<file path="config.mk">
export PLATFORM = sky130hd
export DESIGN_NAME = ov7670_config_sequencer_flat
export DESIGN_NICKNAME = d
export VERILOG_FILES = /design/src/rtl/ov7670_pkg.sv /design/src/rtl/ov7670_config_sequencer_if.sv /design/src/rtl/cfg_down_counter.sv /design/src/rtl/ov7670_config_sequencer.sv /design/src/flat_wrapper.sv
export SDC_FILE = /design/constraint.sdc
export NUM_CORES = 1
export LEC_CHECK = 0
export BUFFER_PORTS_ARGS = -buffer_cell sky130_fd_sc_hd__buf_4
export CORE_MARGIN = 3
export CORE_UTILIZATION = 54
export CTS_CLUSTER_DIAMETER = 150
export DETAILED_ROUTE_END_ITERATION = 10
export PLACE_DENSITY = 0.79
export SLEW_MARGIN = 20
export SYNTH_ARGS = -nofsm -noshare
export SYNTH_HDL_FRONTEND = slang
export SYNTH_HIERARCHICAL = 1
export SYNTH_SLANG_ARGS = --single-unit
</file>
<file path="constraint.sdc">
create_clock -name i_clk -period 2.4 [get_ports i_clk]
set_input_delay 0.48 -clock i_clk [delete_from_list [all_inputs] [get_ports i_clk]]
set_output_delay 0.48 -clock i_clk [all_outputs]
set_load 0.02 [all_outputs]
</file>
<file path="src/rtl/ov7670_pkg.sv">
// Shared definitions for the OV7670 configuration path: ROM markers, ROM address width,
// the sequencer state type and a counter-width helper.
package ov7670_pkg;

  localparam int unsigned ROM_ADDR_W = 8;

  // Full 16-bit words that are never issued as register writes.
  localparam logic [15:0] ROM_END_MARKER   = 16'hFFFF;
  localparam logic [15:0] ROM_DELAY_MARKER = 16'hFFF0;

  typedef enum logic [2:0] {
    StIdle,
    StFetch,
    StWaitRom,
    StDecode,
    StIssue,
    StWaitDone,
    StDelay,
    StDone
  } cfg_state_t;

  // Counter width able to hold max_val, never narrower than 32 bits.
  function automatic int unsigned cnt_width(input int unsigned max_val);
    int unsigned w;
    w = $clog2(max_val + 1);
    return (w > 32) ? w : 32;
  endfunction

endpackage

</file>
<file path="src/rtl/ov7670_config_sequencer_if.sv">
// Request/response handshake between the config sequencer and the SCCB master.
interface ov7670_config_sequencer_if;

  logic       sccb_start;
  logic [7:0] sccb_reg_addr;
  logic [7:0] sccb_reg_data;
  logic       sccb_busy;
  logic       sccb_done;
  logic       sccb_nack;

  // Sequencer side: issues writes.
  modport master (
    output sccb_start,
    output sccb_reg_addr,
    output sccb_reg_data,
    input  sccb_busy,
    input  sccb_done,
    input  sccb_nack
  );

  // SCCB master side: executes writes.
  modport slave (
    input  sccb_start,
    input  sccb_reg_addr,
    input  sccb_reg_data,
    output sccb_busy,
    output sccb_done,
    output sccb_nack
  );

endinterface

</file>
<file path="src/rtl/cfg_down_counter.sv">
// Loadable down-counter that stops at zero and flags it.
module cfg_down_counter #(
  parameter int unsigned WIDTH = 32
) (
  input  logic             i_clk,
  input  logic             i_reset,
  input  logic             i_load,
  input  logic [WIDTH-1:0] i_load_val,
  input  logic             i_en,
  output logic             o_zero
);

  logic [WIDTH-1:0] r_count;

  // Load wins over counting; counting holds at zero.
  always_ff @(posedge i_clk) begin
    if (i_reset) begin
      r_count <= '0;
    end else if (i_load) begin
      r_count <= i_load_val;
    end else if (i_en && (r_count != '0)) begin
      r_count <= r_count - 1'b1;
    end
  end

  assign o_zero = (r_count == '0);

endmodule

</file>
<file path="src/rtl/ov7670_config_sequencer.sv">
// Walks the OV7670 config ROM and turns each entry into one SCCB register write,
// honouring the delay and end-of-table markers, with retry on NACK or timeout.
module ov7670_config_sequencer
  import ov7670_pkg::*;
#(
  parameter int unsigned DELAY_CYCLES   = 1_000_000,
  parameter int unsigned TIMEOUT_CYCLES = 100_000,
  parameter int unsigned MAX_RETRY      = 2
) (
  input  logic                      i_clk,
  input  logic                      i_reset,
  input  logic                      i_start,
  output logic [ROM_ADDR_W-1:0]     o_rom_addr,
  input  logic [15:0]               i_rom_data,
  ov7670_config_sequencer_if.master sccb,
  output logic                      o_config_busy,
  output logic                      o_config_done,
  output logic [7:0]                o_err_count
);

  localparam int unsigned DlyW   = cnt_width(DELAY_CYCLES);
  localparam int unsigned ToW    = cnt_width(TIMEOUT_CYCLES);
  localparam int unsigned RetryW = $clog2(MAX_RETRY + 2);

  // Counters run from N-1 down to 0 so the state lasts exactly N cycles.
  localparam logic [DlyW-1:0] DlyLoad = DlyW'((DELAY_CYCLES > 0) ? DELAY_CYCLES - 1 : 0);
  localparam logic [ToW-1:0]  ToLoad  = ToW'((TIMEOUT_CYCLES > 0) ? TIMEOUT_CYCLES - 1 : 0);

  cfg_state_t            r_state;
  logic [ROM_ADDR_W-1:0] r_rom_addr;
  logic                  r_sccb_start;
  logic [7:0]            r_reg_addr;
  logic [7:0]            r_reg_data;
  logic                  r_config_busy;
  logic                  r_config_done;
  logic [7:0]            r_err_count;
  logic [RetryW-1:0]     r_retry;

  logic w_is_end;
  logic w_is_delay;
  logic w_dly_load;
  logic w_dly_en;
  logic w_dly_zero;
  logic w_to_load;
  logic w_to_en;
  logic w_to_zero;
  logic w_retry_left;
  logic w_fail;
  logic w_ok;
  logic w_advance;

  assign w_is_end   = (i_rom_data == ROM_END_MARKER);
  assign w_is_delay = (i_rom_data == ROM_DELAY_MARKER);

  assign w_dly_load = (r_state == StDecode) && w_is_delay;
  assign w_dly_en   = (r_state == StDelay);
  assign w_to_load  = (r_state == StIssue) && !sccb.sccb_busy;
  assign w_to_en    = (r_state == StWaitDone);

  assign w_retry_left = (32'(r_retry) < MAX_RETRY);

  // sccb_done outranks a timeout expiring on the same cycle.
  assign w_ok   = (r_state == StWaitDone) && sccb.sccb_done && !sccb.sccb_nack;
  assign w_fail = (r_state == StWaitDone) && (sccb.sccb_done ? sccb.sccb_nack : w_to_zero);

  // Move to the next ROM entry: success, exhausted retries, or delay elapsed.
  assign w_advance = w_ok || (w_fail && !w_retry_left) || ((r_state == StDelay) && w_dly_zero);

  cfg_down_counter #(
    .WIDTH (DlyW)
  ) u_delay_cnt (
    .i_clk      (i_clk),
    .i_reset    (i_reset),
    .i_load     (w_dly_load),
    .i_load_val (DlyLoad),
    .i_en       (w_dly_en),
    .o_zero     (w_dly_zero)
  );

  cfg_down_counter #(
    .WIDTH (ToW)
  ) u_timeout_cnt (
    .i_clk      (i_clk),
    .i_reset    (i_reset),
    .i_load     (w_to_load),
    .i_load_val (ToLoad),
    .i_en       (w_to_en),
    .o_zero     (w_to_zero)
  );

  // Sequencer FSM with registered outputs.
  always_ff @(posedge i_clk) begin
    if (i_reset) begin
      r_state       <= StIdle;
      r_rom_addr    <= '0;
      r_sccb_start  <= 1'b0;
      r_reg_addr    <= '0;
      r_reg_data    <= '0;
      r_config_busy <= 1'b0;
      r_config_done <= 1'b0;
      r_err_count   <= '0;
      r_retry       <= '0;
    end else begin
      r_sccb_start <= 1'b0;
      unique case (r_state)
        StIdle, StDone: begin
          if (i_start) begin
            r_rom_addr    <= '0;
            r_err_count   <= '0;
            r_config_done <= 1'b0;
            r_config_busy <= 1'b1;
            r_retry       <= '0;
            r_state       <= StFetch;
          end
        end
        StFetch:   r_state <= StWaitRom;
        StWaitRom: r_state <= StDecode;
        StDecode: begin
          if (w_is_end) begin
            r_config_busy <= 1'b0;
            r_config_done <= 1'b1;
            r_state       <= StDone;
          end else if (w_is_delay) begin
            r_state <= StDelay;
          end else begin
            r_reg_addr <= i_rom_data[15:8];
            r_reg_data <= i_rom_data[7:0];
            r_state    <= StIssue;
          end
        end
        StIssue: begin
          if (!sccb.sccb_busy) begin
            r_sccb_start <= 1'b1;
            r_state      <= StWaitDone;
          end
        end
        StWaitDone: begin
          if (w_fail) begin
            if (w_retry_left) begin
              r_retry <= r_retry + 1'b1;
              r_state <= StIssue;
            end else if (r_err_count != 8'hFF) begin
              r_err_count <= r_err_count + 8'd1;
            end
          end
        end
        StDelay: begin
          // Exit handled by the advance logic below.
        end
        default: r_state <= StIdle;
      endcase

      // The last ROM address ends the table rather than wrapping to 0.
      if (w_advance) begin
        r_retry <= '0;
        if (r_rom_addr == '1) begin
          r_config_busy <= 1'b0;
          r_config_done <= 1'b1;
          r_state       <= StDone;
        end else begin
          r_rom_addr <= r_rom_addr + 1'b1;
          r_state    <= StFetch;
        end
      end
    end
  end

  assign o_rom_addr         = r_rom_addr;
  assign sccb.sccb_start    = r_sccb_start;
  assign sccb.sccb_reg_addr = r_reg_addr;
  assign sccb.sccb_reg_data = r_reg_data;
  assign o_config_busy      = r_config_busy;
  assign o_config_done      = r_config_done;
  assign o_err_count        = r_err_count;

endmodule
</file>
<file path="src/flat_wrapper.sv">
// flat-port wrapper written by rule: the top's interface ports become plain ports
module ov7670_config_sequencer_flat import ov7670_pkg::*;
#(
  parameter int unsigned DELAY_CYCLES   = 1_000_000,
  parameter int unsigned TIMEOUT_CYCLES = 100_000,
  parameter int unsigned MAX_RETRY      = 2
)
  (i_clk, i_reset, i_start, o_rom_addr, i_rom_data, o_config_busy, o_config_done, o_err_count, sccb_sccb_start, sccb_sccb_reg_addr, sccb_sccb_reg_data, sccb_sccb_busy, sccb_sccb_done, sccb_sccb_nack);
  ov7670_config_sequencer_if sccb_i ();
  input  logic i_clk;
  input  logic i_reset;
  input  logic i_start;
  output logic [ROM_ADDR_W-1:0] o_rom_addr;
  input  logic [15:0] i_rom_data;
  output logic o_config_busy;
  output logic o_config_done;
  output logic [7:0] o_err_count;
  output wire logic [$bits(sccb_i.sccb_start)-1:0] sccb_sccb_start;
  output wire logic [$bits(sccb_i.sccb_reg_addr)-1:0] sccb_sccb_reg_addr;
  output wire logic [$bits(sccb_i.sccb_reg_data)-1:0] sccb_sccb_reg_data;
  input wire logic [$bits(sccb_i.sccb_busy)-1:0] sccb_sccb_busy;
  input wire logic [$bits(sccb_i.sccb_done)-1:0] sccb_sccb_done;
  input wire logic [$bits(sccb_i.sccb_nack)-1:0] sccb_sccb_nack;
  assign sccb_sccb_start = sccb_i.sccb_start;
  assign sccb_sccb_reg_addr = sccb_i.sccb_reg_addr;
  assign sccb_sccb_reg_data = sccb_i.sccb_reg_data;
  assign sccb_i.sccb_busy = sccb_sccb_busy;
  assign sccb_i.sccb_done = sccb_sccb_done;
  assign sccb_i.sccb_nack = sccb_sccb_nack;
  ov7670_config_sequencer #(.DELAY_CYCLES(DELAY_CYCLES), .TIMEOUT_CYCLES(TIMEOUT_CYCLES), .MAX_RETRY(MAX_RETRY)) u_core (.i_clk(i_clk), .i_reset(i_reset), .i_start(i_start), .o_rom_addr(o_rom_addr), .i_rom_data(i_rom_data), .sccb(sccb_i), .o_config_busy(o_config_busy), .o_config_done(o_config_done), .o_err_count(o_err_count));
endmodule
</file>
## Word level (Yosys, flattened, before mapping)

Cells that the tools add are included.

| storage, ports and cells | value |
|---|---|
| output and inout port bits | 35 |
| register bits | 104 |
| input bits | 22 |
| word-level logic and storage cells | 112 |

| operators by class | value |
|---|---|
| bitwise logic cells | 3 |
| $add $sub $neg | 5 |
| reductions and logical operators | 32 |
| multiplexer cells | 38 |
| order comparisons | 1 |
| equal/unequal tests | 20 |

Operators by type and width:

| operator | count |
|---|---|
| $logic_not 32->1 | 2 |
| $mux 8 | 8 |
| $reduce_bool 32->1 | 2 |
| $sub 32x1->32 const B | 2 |
| $mux 20 | 2 |
| $mux 17 | 2 |
| $eq 16x16->1 const B | 2 |
| $mux 3 | 7 |
| $pmux 3 s6 | 1 |
| $add 8x1->8 const B | 2 |
| $pmux 8 s2 | 1 |
| $eq 3x3->1 const B | 4 |
| $mux 1 | 10 |
| $reduce_and 5->1 | 2 |
| $reduce_or 2->1 | 5 |
| $logic_and 1x1->1 | 9 |
| $eq 8x8->1 const B | 1 |
| $mux 2 | 4 |
| $ne 8x8->1 const B | 1 |
| $reduce_bool 7->1 | 1 |
| $eq 3x2->1 const B | 2 |
| $ne 2x1->1 const B | 3 |
| $ne 3x1->1 const B | 2 |
| $ne 3x2->1 const B | 2 |
| other kinds (13) | 22 |

## Depth between registers and ports, before layout

Gate-level depths: netlist of run 1.

| depth | value |
|---|---|
| depth in word-level cells | 8 |
| gate-level depth with buffers | 11 |
| mapped depth without buffers | 10 |

## Modules after synthesis

Netlist of run 1, hierarchy kept.

By module, submodules not included:

| module | cells each | instances | area an instance (µm²) | seq. area each (µm²) |
|---|---|---|---|---|
| cfg_down_counter | 233 | 2 | 1993.2 | 640.6 |
| ov7670_config_sequencer | 232 | 1 | 2097.0 | 800.8 |

## Worst setup path before layout of run 1

Ideal clock, no wire load.

| timing | value |
|---|---|
| kind | register to register |
| start | reg u_core.u_timeout_cnt.r_count[24] |
| end | reg u_core.r_err_count[3] (netlist: u_core/o_err_count[3]) |
| cell stages (with the launch flop) | 10 |
| arrival | 2.445 ns |
| required time | 2.280 ns |
| path buffers | 1 |
| slack | -0.165 ns |
| library setup time | 0.120 ns |
| clock period less this slack | 2.565 ns |
| cells stage by stage | dfxtp_1 -> or4_4 -> or3_4 -> nor3_1 -> nor2_1 -> o21a_1 -> buf_6 -> nor4_1 -> xnor2_1 -> nor2_1 |

| between the ends | value |
|---|---|
| cells in the longest elaborated chain, start to end | 5 |

RTL lines:

| what | RTL line | RTL |
|---|---|---|
| from (decl) | cfg_down_counter.sv:13 | `logic [WIDTH-1:0] r_count;` |
| from (signal assigned) | cfg_down_counter.sv:20 | `r_count <= i_load_val;` |
| from (signal assigned) | cfg_down_counter.sv:22 | `r_count <= r_count - 1'b1;` |
| $logic_not 32->1 | cfg_down_counter.sv:26 | `assign o_zero = (r_count == '0);` |
| net u_core.w_to_zero | ov7670_config_sequencer.sv:46 | `logic w_to_zero;` |
| $mux 1 | ov7670_config_sequencer.sv:64 | `assign w_fail = (r_state == StWaitDone) && (sccb.sccb_done ? sccb.sccb_nack : w_to_zero);` |
| $logic_and 1x1->1 | ov7670_config_sequencer.sv:64 |  |
| $ne 2x1->1 (no source line) | -- |  |
| $reduce_and 5->1 (no source line) | -- |  |
| to (signal assigned) | ov7670_config_sequencer.sv:143 | `r_err_count <= r_err_count + 8'd1;` |
| to (decl) | ov7670_config_sequencer.sv:36 | `logic [7:0] r_err_count;` |

The timed path passes the listed nets, and every way through them passes these cells.
A chain may end at the register's enable or synchronous reset.

## Worst setup path in the final report of run 1

| timing | value |
|---|---|
| start | reg u_core.u_timeout_cnt.r_count[27] |
| end | reg u_core.r_err_count[3] (netlist: u_core/o_err_count[3]) |

The elaborated chain is that of the path after synthesis.

==> results of run 1 <==
-- critical path, cell delays in order (launching register included) --
cell	delay [ns]
dfxtp_1	0.31
or4_4	0.53
or3_4	0.36
nor3_4	0.14
nor2_1	0.06
o21a_2	0.24
buf_12	0.15
nor4_4	0.28
xnor2_1	0.17
nor2_1	0.06
-- per-stage QoR --
stage | setup slack (ns) | power, mW | utilization
finish | -0.03094 | 5.609 | 0.7164
global route | -0.1029 | 5.870 | 0.7164
CTS | -0.0007512 | 5.476 | 0.6984
detailed placement | -0.08515 | 3.740 | 0.6628
global placement | -0.004852 | 3.692 | 0.6628
floorplan | -0.02151 | 3.157 | -
-- metal layers --
layer / GRT usage / vias up / share of wire
met4: 0.07933 / 0 / 0.014
met2: 0.4259 / 164 / 0.50
met5: 0 / - / 0
met3: 0.04906 / 18 / 0.049
li1: - / 2943 / -
met1: 0.3043 / 2851 / 0.44
-- flip-flops by register name, indices dropped and copies added (netlist names), 2 cells and up --
register	cells
u_core/sccb.sccb_reg_addr	8
u_core/u_delay_cnt/r_count	32
u_core/r_state	3
u_core/u_timeout_cnt/r_count	32
u_core/r_retry	2
u_core/o_rom_addr	8
u_core/o_err_count	8
u_core/sccb.sccb_reg_data	8
-- worst max-delay path by stage --
stage,startpoint,end,slack (ns)
finish,u_core/u_timeout_cnt/r_count[27],u_core/o_err_count[3],-0.03
global route,u_core/u_timeout_cnt/r_count[27],u_core/o_err_count[3],-0.10
CTS,u_core/u_timeout_cnt/r_count[27],u_core/o_err_count[3],-0.0008
detailed placement,u_core/u_timeout_cnt/r_count[27],u_core/o_err_count[2],-0.09
global placement,u_core/u_timeout_cnt/r_count[27],u_core/o_err_count[7],-0.005
floorplan,u_core/u_timeout_cnt/r_count[27],u_core/o_err_count[2],-0.02
-- kinds of logic after synthesis --
kind of cell / after synthesis
compound gates: 185
xor+xnor: 23
fa+ha+maj: 4
buf+inv: 54
flops: 104
mux: 17
other cells: 2
simple gates: 309
-- cell type report --
type                       instances  area, µm²  area share
multi-input combinational        602       4180      0.5336
sequential                       104       2087      0.2664
timing repair buffer             128       1015      0.1295
clock buffer                      10      239.0     0.03051
tap                              140      175.2     0.02236
clock inverter                     6      82.58     0.01054
inverter                          14      55.05    0.007028
-- placed cells by master (no fill, tap or decap), drive strengths merged, types with 4 or more instances in the layout --
| cell type | count |
|---|---|
| a2111oi | 6 |
| a211o | 4 |
| a211oi | 22 |
| a21boi | 5 |
| a21oi | 16 |
| a311oi | 36 |
| a31oi | 10 |
| and2 | 5 |
| and3 | 8 |
| and4 | 6 |
| buf | 128 |
| clkbuf | 10 |
| conb | 64 |
| dfxtp | 104 |
| ha | 4 |
| inv | 14 |
| mux2i | 17 |
| nand2 | 40 |
| nand2b | 8 |
| nand3 | 22 |
| nand4 | 8 |
| nand4b | 4 |
| nor2 | 93 |
| nor3 | 24 |
| nor3b | 4 |
| nor4 | 15 |
| nor4b | 5 |
| o211ai | 4 |
| o21a | 7 |
| o21ai | 19 |
| o21bai | 4 |
| o31a | 6 |
| o31ai | 23 |
| o41ai | 4 |
| or2 | 8 |
| or3 | 31 |
| or4 | 20 |
| xnor2 | 17 |
| xor2 | 6 |
-- power groups by stage --
| stage | Combinational [mW] | Clock, mW | Sequential, mW |
|---|---|---|---|
| after CTS | 1.91 | 1.63 | 1.93 |
| after global routing | 2.22 | 1.70 | 1.96 |
| after global placement | 1.73 | 0 | 1.96 |
| after floorplan | 1.16 | 0 | 2.00 |
| final | 2.07 | 1.60 | 1.94 |
| after detailed placement | 1.77 | 0 | 1.97 |
-- timing repair --
| item | CTS | global route |
|---|---|---|
| pin swaps | 4 | 23 |
| hold buffers | 0 | 0 |
| gates resized for setup | 12 | 31 |
| setup endpoints to repair | 19 | 31 |
| setup buffers | 1 | 7 |
==> metrics.md, run 1 <==
| Metric | Value |
|---|---|
| Sw Ratio | `0.3426` |
| Adder-cell area share of the yosys netlist | `0.008227` |
| Clock skew | `0.008919 ns` |
| Top cells by area, synth | `dfxtp_1 34%, nor2_1 5.7%, a311oi_1 3.5%, a311oi_2 3.0%, mux2i_1 2.8%` |
| Flop pwr share | `0.346` |
| DRC viols | `0` |
| Largest net degree at the start of global routing | `55` |
| Hold Path Depth | `3` |
| Antenna fix cells | `0` |
| Post-Syn Instances | `698` |
| IO Pins | `57` |
| RSZ-0062 raised after global routing | `yes` |
| Switching pwr | `1.922 mW` |
| Crit path kind | `reg2reg` |
| Seq/Total Area, Yosys | `0.3422` |
| Endpoints failing setup | `5` |
| Clk root buf | `clkbuf_16` |
| Clock latency on the worst-skew pair | `0.36 ns` |
| Most frequent cell after synthesis | `dfxtp_1` |
| Synthesized cell area | `6083 µm²` |
| Wire per inst | `15.68 µm` |
| Fmax | `411.4 MHz` |
| Min cycle time layout | `2.431 ns` |
| Drt pass-1 iters | `5` |
| Vias in the first global route | `5747` |
| Power per cell area | `716.0 nW/µm²` |
| Rel. slew slack | `0.3608` |
| Maximum fanout along the worst path | `6` |
| Violated checks | `setup timing` |
| Max_cap viols | `0` |
| Placed insts | `980` |
| Fin Hold WS | `0.3722 ns` |
| # rows | `38` |
| Filler cells | `825` |
| FF-to-FF End | `u_core/o_err_count[3]` |
| Worst endpoint required time | `2.64 ns` |
| CP endpoint kind | `flop` |
| Status | `complete, but fails checks` |
| Synth cell count leaders | `104 x dfxtp_1, 93 x nor2_1, 40 x nand2_1` |
| Measured slew at the worst slew-check pin | `0.9574 ns` |
| Top_reg_cell synth | `dfxtp_1` |
| Hold EP | `u_core/sccb.sccb_reg_addr[6]` |
| Clock share of power | `0.286` |
| Syn_area_per_cell | `8.715 µm²` |
| Area Overhead vs Synth | `28.77%` |
| Final hold viol count | `0` |
| FF+latch count, synth | `104` |
| Proportion of layout cells with a drive suffix above 1 | `0.2593` |
| Final worst path period share | `1.013` |
| Routed via count | `5976` |
| CTS Buffer Depth | `2` |
| Synth cell types | `74` |
| EDFF count, synth | `0` |
| Finished Layout Cells | `1004` |
| Largest family of logic cells by synthesized area | `simple AND/OR/NAND/NOR gates` |
| Static Leakage | `3.042 nW` |
| Synth Area in Simple Gates | `0.2894` |
| Area share of the largest cell type after synthesis | `0.3422` |
| Hold crit path type | `in2reg` |
| CP arrival | `2.67 ns` |
| CTS buffer count | `9` |
| Total gr overflow | `0` |
| Die X | `112.1 µm` |
| Worst r2r path cells | `9` |
| Worst Hold Launch | `i_rom_data[14]` |
| Nets | `885` |
| Detail Placement HPWL | `10.52 mm` |
| CTS tree | `done` |
| Number of port buffers | `56` |
| Warnings, synthesis | `6` |
| Iteration-0 DRC Markers | `415` |
| Die H | `112.1 µm` |
| Area after DPL | `7248 µm²` |
| Clock-pin slew on the worst setup and hold paths | `0.07 ns` |
| R2R Setup Slk | `-0.03 ns` |
| Compound-Gate Fraction of Synth Area | `0.2507` |
| Sink Count | `104` |
| Initial antenna violation count | `0` |
| CTS HTree Levels | `3` |
| Post-Route Setup TNS | `-0.07844 ns` |
| GPL Wtd Cong | `0.8375` |
| Synth Area in XOR/XNOR | `0.03311` |
| Area leader, netlist | `dfxtp_1` |
| Logic gate share of total power | `0.368` |
| VDD IR max | `709.5 µV` |
| Internal power | `3.687 mW` |
| Post-Route WL | `15.74 mm` |
| Design Area, Final | `7834 µm²` |
| GRT Util Overall | `0.2448` |
| Slew Viols, Final | `0` |
| First-pass GRT wire length | `26.06 mm` |
| Worst setup SP type | `flop` |
| Worst r2r src | `u_core/u_timeout_cnt/r_count[27]` |
| Die footprint | `12580 µm²` |
| Core area | `10940 µm²` |
| Starting Density | `0.5563` |
| Setup WS post-layout | `-0.03094 ns` |
| Multiplexer share of the synthesized area | `0.02797` |
| DRT antenna net count | `0` |
| Via/cell ratio | `5.952` |
| Post-synth ARST share | `0` |
Power figures use the tool's default switching activity.
==> inputs of run 2 (changes only) <==
--- a/config.mk
+++ b/config.mk
@@ -5,11 +5,13 @@
 export SDC_FILE = /design/constraint.sdc
 export NUM_CORES = 1
 export LEC_CHECK = 0
+export ABC_AREA = 1
 export BUFFER_PORTS_ARGS = -buffer_cell sky130_fd_sc_hd__buf_4
 export CORE_MARGIN = 3
-export CORE_UTILIZATION = 54
+export CORE_UTILIZATION = 55
 export CTS_CLUSTER_DIAMETER = 150
 export DETAILED_ROUTE_END_ITERATION = 10
+export GPL_ROUTABILITY_DRIVEN = 0
 export PLACE_DENSITY = 0.79
 export SLEW_MARGIN = 20
 export SYNTH_ARGS = -nofsm -noshare
==> metrics.md, run 2 <==
| Metric | Value |
|---|---|
| Static Leakage | `3.928 nW (+29%)` |
| CTS resizes | `0 (-12)` |
| Clock skew | `0.008235 ns (-0.0006837 ns)` |
| CP endpoint kind | `flop` |
| DRC viols | `0 (unchanged)` |
| GRT Util Overall | `0.2363 (-0.008458)` |
| Starting Density | `0.5732 (+0.01686)` |
| Iteration-0 DRC Markers | `563 (+36%)` |
| Max_cap viols | `0 (unchanged)` |
| Multi-input gate area | `4597 µm² (+10%)` |
| CTS Hold Bufs | `0 (unchanged)` |
| Biggest regs | `u_core/u_delay_cnt/r_count x32, u_core/u_timeout_cnt/r_count x32` |
| Vias in the first global route | `6478 (+13%)` |
| R2R Setup Slk | `0.22 ns (+0.25 ns)` |
| Routed via count | `7100 (+19%)` |
| Warnings, synthesis | `6 (unchanged)` |
| Measured slew at the worst slew-check pin | `0.6785 ns (-0.2789 ns)` |
| Syn_area_per_cell | `6.199 µm² (-29%)` |
| Detail Placement HPWL | `11.84 mm (+13%)` |
| Die H | `118.8 µm (+5.9%)` |
| Fin Hold WS | `0.3000 ns (-0.07222 ns)` |
| Slew Viols, Final | `0 (unchanged)` |
| Most frequent cells in the layout | `301 x nor2_1, 261 x nand2_1, 104 x dfxtp_1, 87 x inv_1` |
| Total gr overflow | `0 (unchanged)` |
| Via/cell ratio | `5.032 (-15%)` |
| Logic gate share of total power | `0.561 (+0.193)` |
| IO Pins | `57 (unchanged)` |
| CP peak stage delay | `0.31 ns (-0.22 ns)` |
| Antenna fix cells | `0 (unchanged)` |
| Clock latency on the worst-skew pair | `0.36 ns (about the same)` |
| Filler cells | `1173 (+42%)` |
| Switching pwr | `4.192 mW (+120%)` |
| FF+latch count, synth | `104 (unchanged)` |
| Final worst path period share | `0.9076 (-0.1053)` |
| Critical path cell sequence | `inv_1 -> ha_1 -> nand2_4 -> nor2_8 -> nand2_1 -> nor3_1 -> nand2_1 -> nor2_1 -> nand4_1 -> o21ai_2 -> nor2_4 -> inv_4 -> nand2_8 -> inv_2 -> nand2_1 -> nand2_1 -> nor2_1` |
| Clock share of power | `0.172 (-0.114)` |
| Proportion of layout cells with a drive suffix above 1 | `0.1416 (-0.1177)` |
| Post-Route Setup TNS | `0 ns (+0.07844 ns)` |
| Status | `complete, no violations` |
| Number of port buffers | `56 (unchanged)` |
| Hold crit path type | `in2reg` |
| First-pass GRT wire length | `28.45 mm (+9.2%)` |
| Most frequent cell after synthesis | `nor2_1` |
| Power per cell area | `1084 nW/µm² (+51%)` |
| Maximum fanout along the worst path | `10 (+4)` |
| DRT antenna net count | `0 (unchanged)` |
| Clk root buf | `clkbuf_16` |
| Area share of the largest cell type after synthesis | `0.2975 (-0.04478)` |
| Flop pwr share | `0.266 (-0.080)` |
| Die X | `118.8 µm (+5.9%)` |
| Synth cell count leaders | `303 x nor2_1, 261 x nand2_1, 104 x dfxtp_1` |
| Min cycle time layout | `2.178 ns (-0.2528 ns)` |
| Post-synth ARST share | `0 (unchanged)` |
| Rel. slew slack | `0.5472 (+0.1864)` |
| Clock-pin slew on the worst setup and hold paths | `0.07 ns (about the same)` |
| Sink Count | `104 (unchanged)` |
| Area leader, netlist | `dfxtp_1` |
| RSZ-0062 raised after global routing | `no` |
| Fmax | `459.1 MHz (+12%)` |
| Worst endpoint required time | `2.66 ns (+0.02 ns)` |
| CTS buffer count | `9 (unchanged)` |
| Seq/Total Area, Yosys | `0.2975 (-0.04478)` |
| Sw Ratio | `0.4787 (+0.1361)` |
| CP max-delay cell | `dfxtp_1` |
| Top cells by area, synth | `dfxtp_1 30%, nor2_1 16%, nand2_1 14%, nand3_1 4.9%, inv_1 4.7%` |
| Die footprint | `14120 µm² (+12%)` |
| Setup WS post-layout | `0.2219 ns (+0.2528 ns)` |
| Area Overhead vs Synth | `15.39%` |
| # rows | `40 (+5.3%)` |
| Cell mode on critical path | `nand2_1` |
| CTS HTree Levels | `3 (unchanged)` |
| CTS tree | `done` |
| Drt pass-1 iters | `5 (unchanged)` |
| Internal power | `4.566 mW (+24%)` |
| Wire per inst | `11.77 µm (-25%)` |
| Top_reg_cell synth | `dfxtp_1` |
| Crit path kind | `reg2reg` |
| Final hold viol count | `0 (unchanged)` |
| Postcts setup bufs | `0 (-1)` |
| Post-Route WL | `16.60 mm (+5.5%)` |
| Place WS | `0.2193 ns (+0.3045 ns)` |
| VDD IR max | `1117 µV (+57%)` |
| Core area | `12210 µm² (+12%)` |
| Endpoints failing setup | `0 (-5)` |
| Register Area | `2082 µm² (-0.24%)` |
| CP arrival | `2.43 ns (-0.24 ns)` |
| Largest net degree at the start of global routing | `33 (-40%)` |
| Synthesized cell area | `6999 µm² (+15%)` |
| Nets | `1264 (+43%)` |
| Worst setup SP type | `flop` |
| Initial antenna violation count | `0 (unchanged)` |
| EDFF count, synth | `0 (unchanged)` |
| CTS Buffer Depth | `2 (unchanged)` |
| Most common cell after layout, fill and taps aside | `nor2_1` |
| Synth cell types | `38 (-49%)` |
| Post-Syn Instances | `1129 (+62%)` |
## run 2: cell type report
cell class / instances / share of cell area
sequential: 104 / 0.2578
multi-input combinational: 958 / 0.5692
inverter: 96 / 0.04617
clock inverter: 6 / 0.008366
timing repair buffer: 69 / 0.06414
clock buffer: 10 / 0.02835
tap: 168 / 0.02603
## run 2: worst paths after layout
path                                      start                      endpoint  cells past startpoint
setup / recovery  u_core/u_delay_cnt/r_count[0]          u_core/o_rom_addr[0]                     17
hold / removal                   sccb_sccb_busy        u_core/sccb.sccb_start                      2
setup reg to reg  u_core/u_delay_cnt/r_count[0]          u_core/o_rom_addr[0]                     17
hold reg to reg    u_core/sccb.sccb_reg_data[0]  u_core/sccb.sccb_reg_data[0]                      2
## run 2: cell families after synthesis
kind of cell,share of synthesized area
AND/OR/NAND/NOR,0.4610
AO/OA/AOI/OAI,0.1028
buffers and inverters,0.08169
flip-flops,0.2975
XOR/XNOR,0.04880
adder cells (fa/ha/maj),0.007151
other,0.001073
## run 2: power by group through the flow
| stage | combinational [mW] | clock, mW | sequential [mW] |
|---|---|---|---|
| after CTS | 4.86 | 1.54 | 2.32 |
| after detailed placement | 4.82 | 0 | 2.36 |
| after floorplan | 3.82 | 0 | 2.37 |
| final | 4.92 | 1.51 | 2.33 |
| after global placement | 4.75 | 0 | 2.35 |
| after global routing | 5.61 | 1.59 | 2.37 |
## run 2: per-stage QoR
step	utilization	cells	area, µm²	power [mW]
6_report	0.6614	1411	8077	8.758
5_1_grt	0.6614	1411	8077	9.571
4_1_cts	0.6598	1410	8058	8.719
3_5_place_dp	0.6356	1394	7761	7.176
3_3_place_gp	0.6356	1394	7761	7.106
2_1_floorplan	-	1191	7232	6.195
## run 2: metal layers
layer  part of all wire  GRT usage
met5                  0          0
met4              0.018    0.09776
met3              0.046    0.03514
met2               0.45     0.3922
met1               0.48     0.3079
## run 2: worst max-delay path, delay by kind of cell (launching register included)
family / cells / cell delay [ns]
AO/OA/AOI/OAI: 1 / 0.12
adder cells (fa/ha/maj): 1 / 0.22
buffers and inverters: 3 / 0.27
flip-flops: 1 / 0.31
AND/OR/NAND/NOR: 12 / 1.16
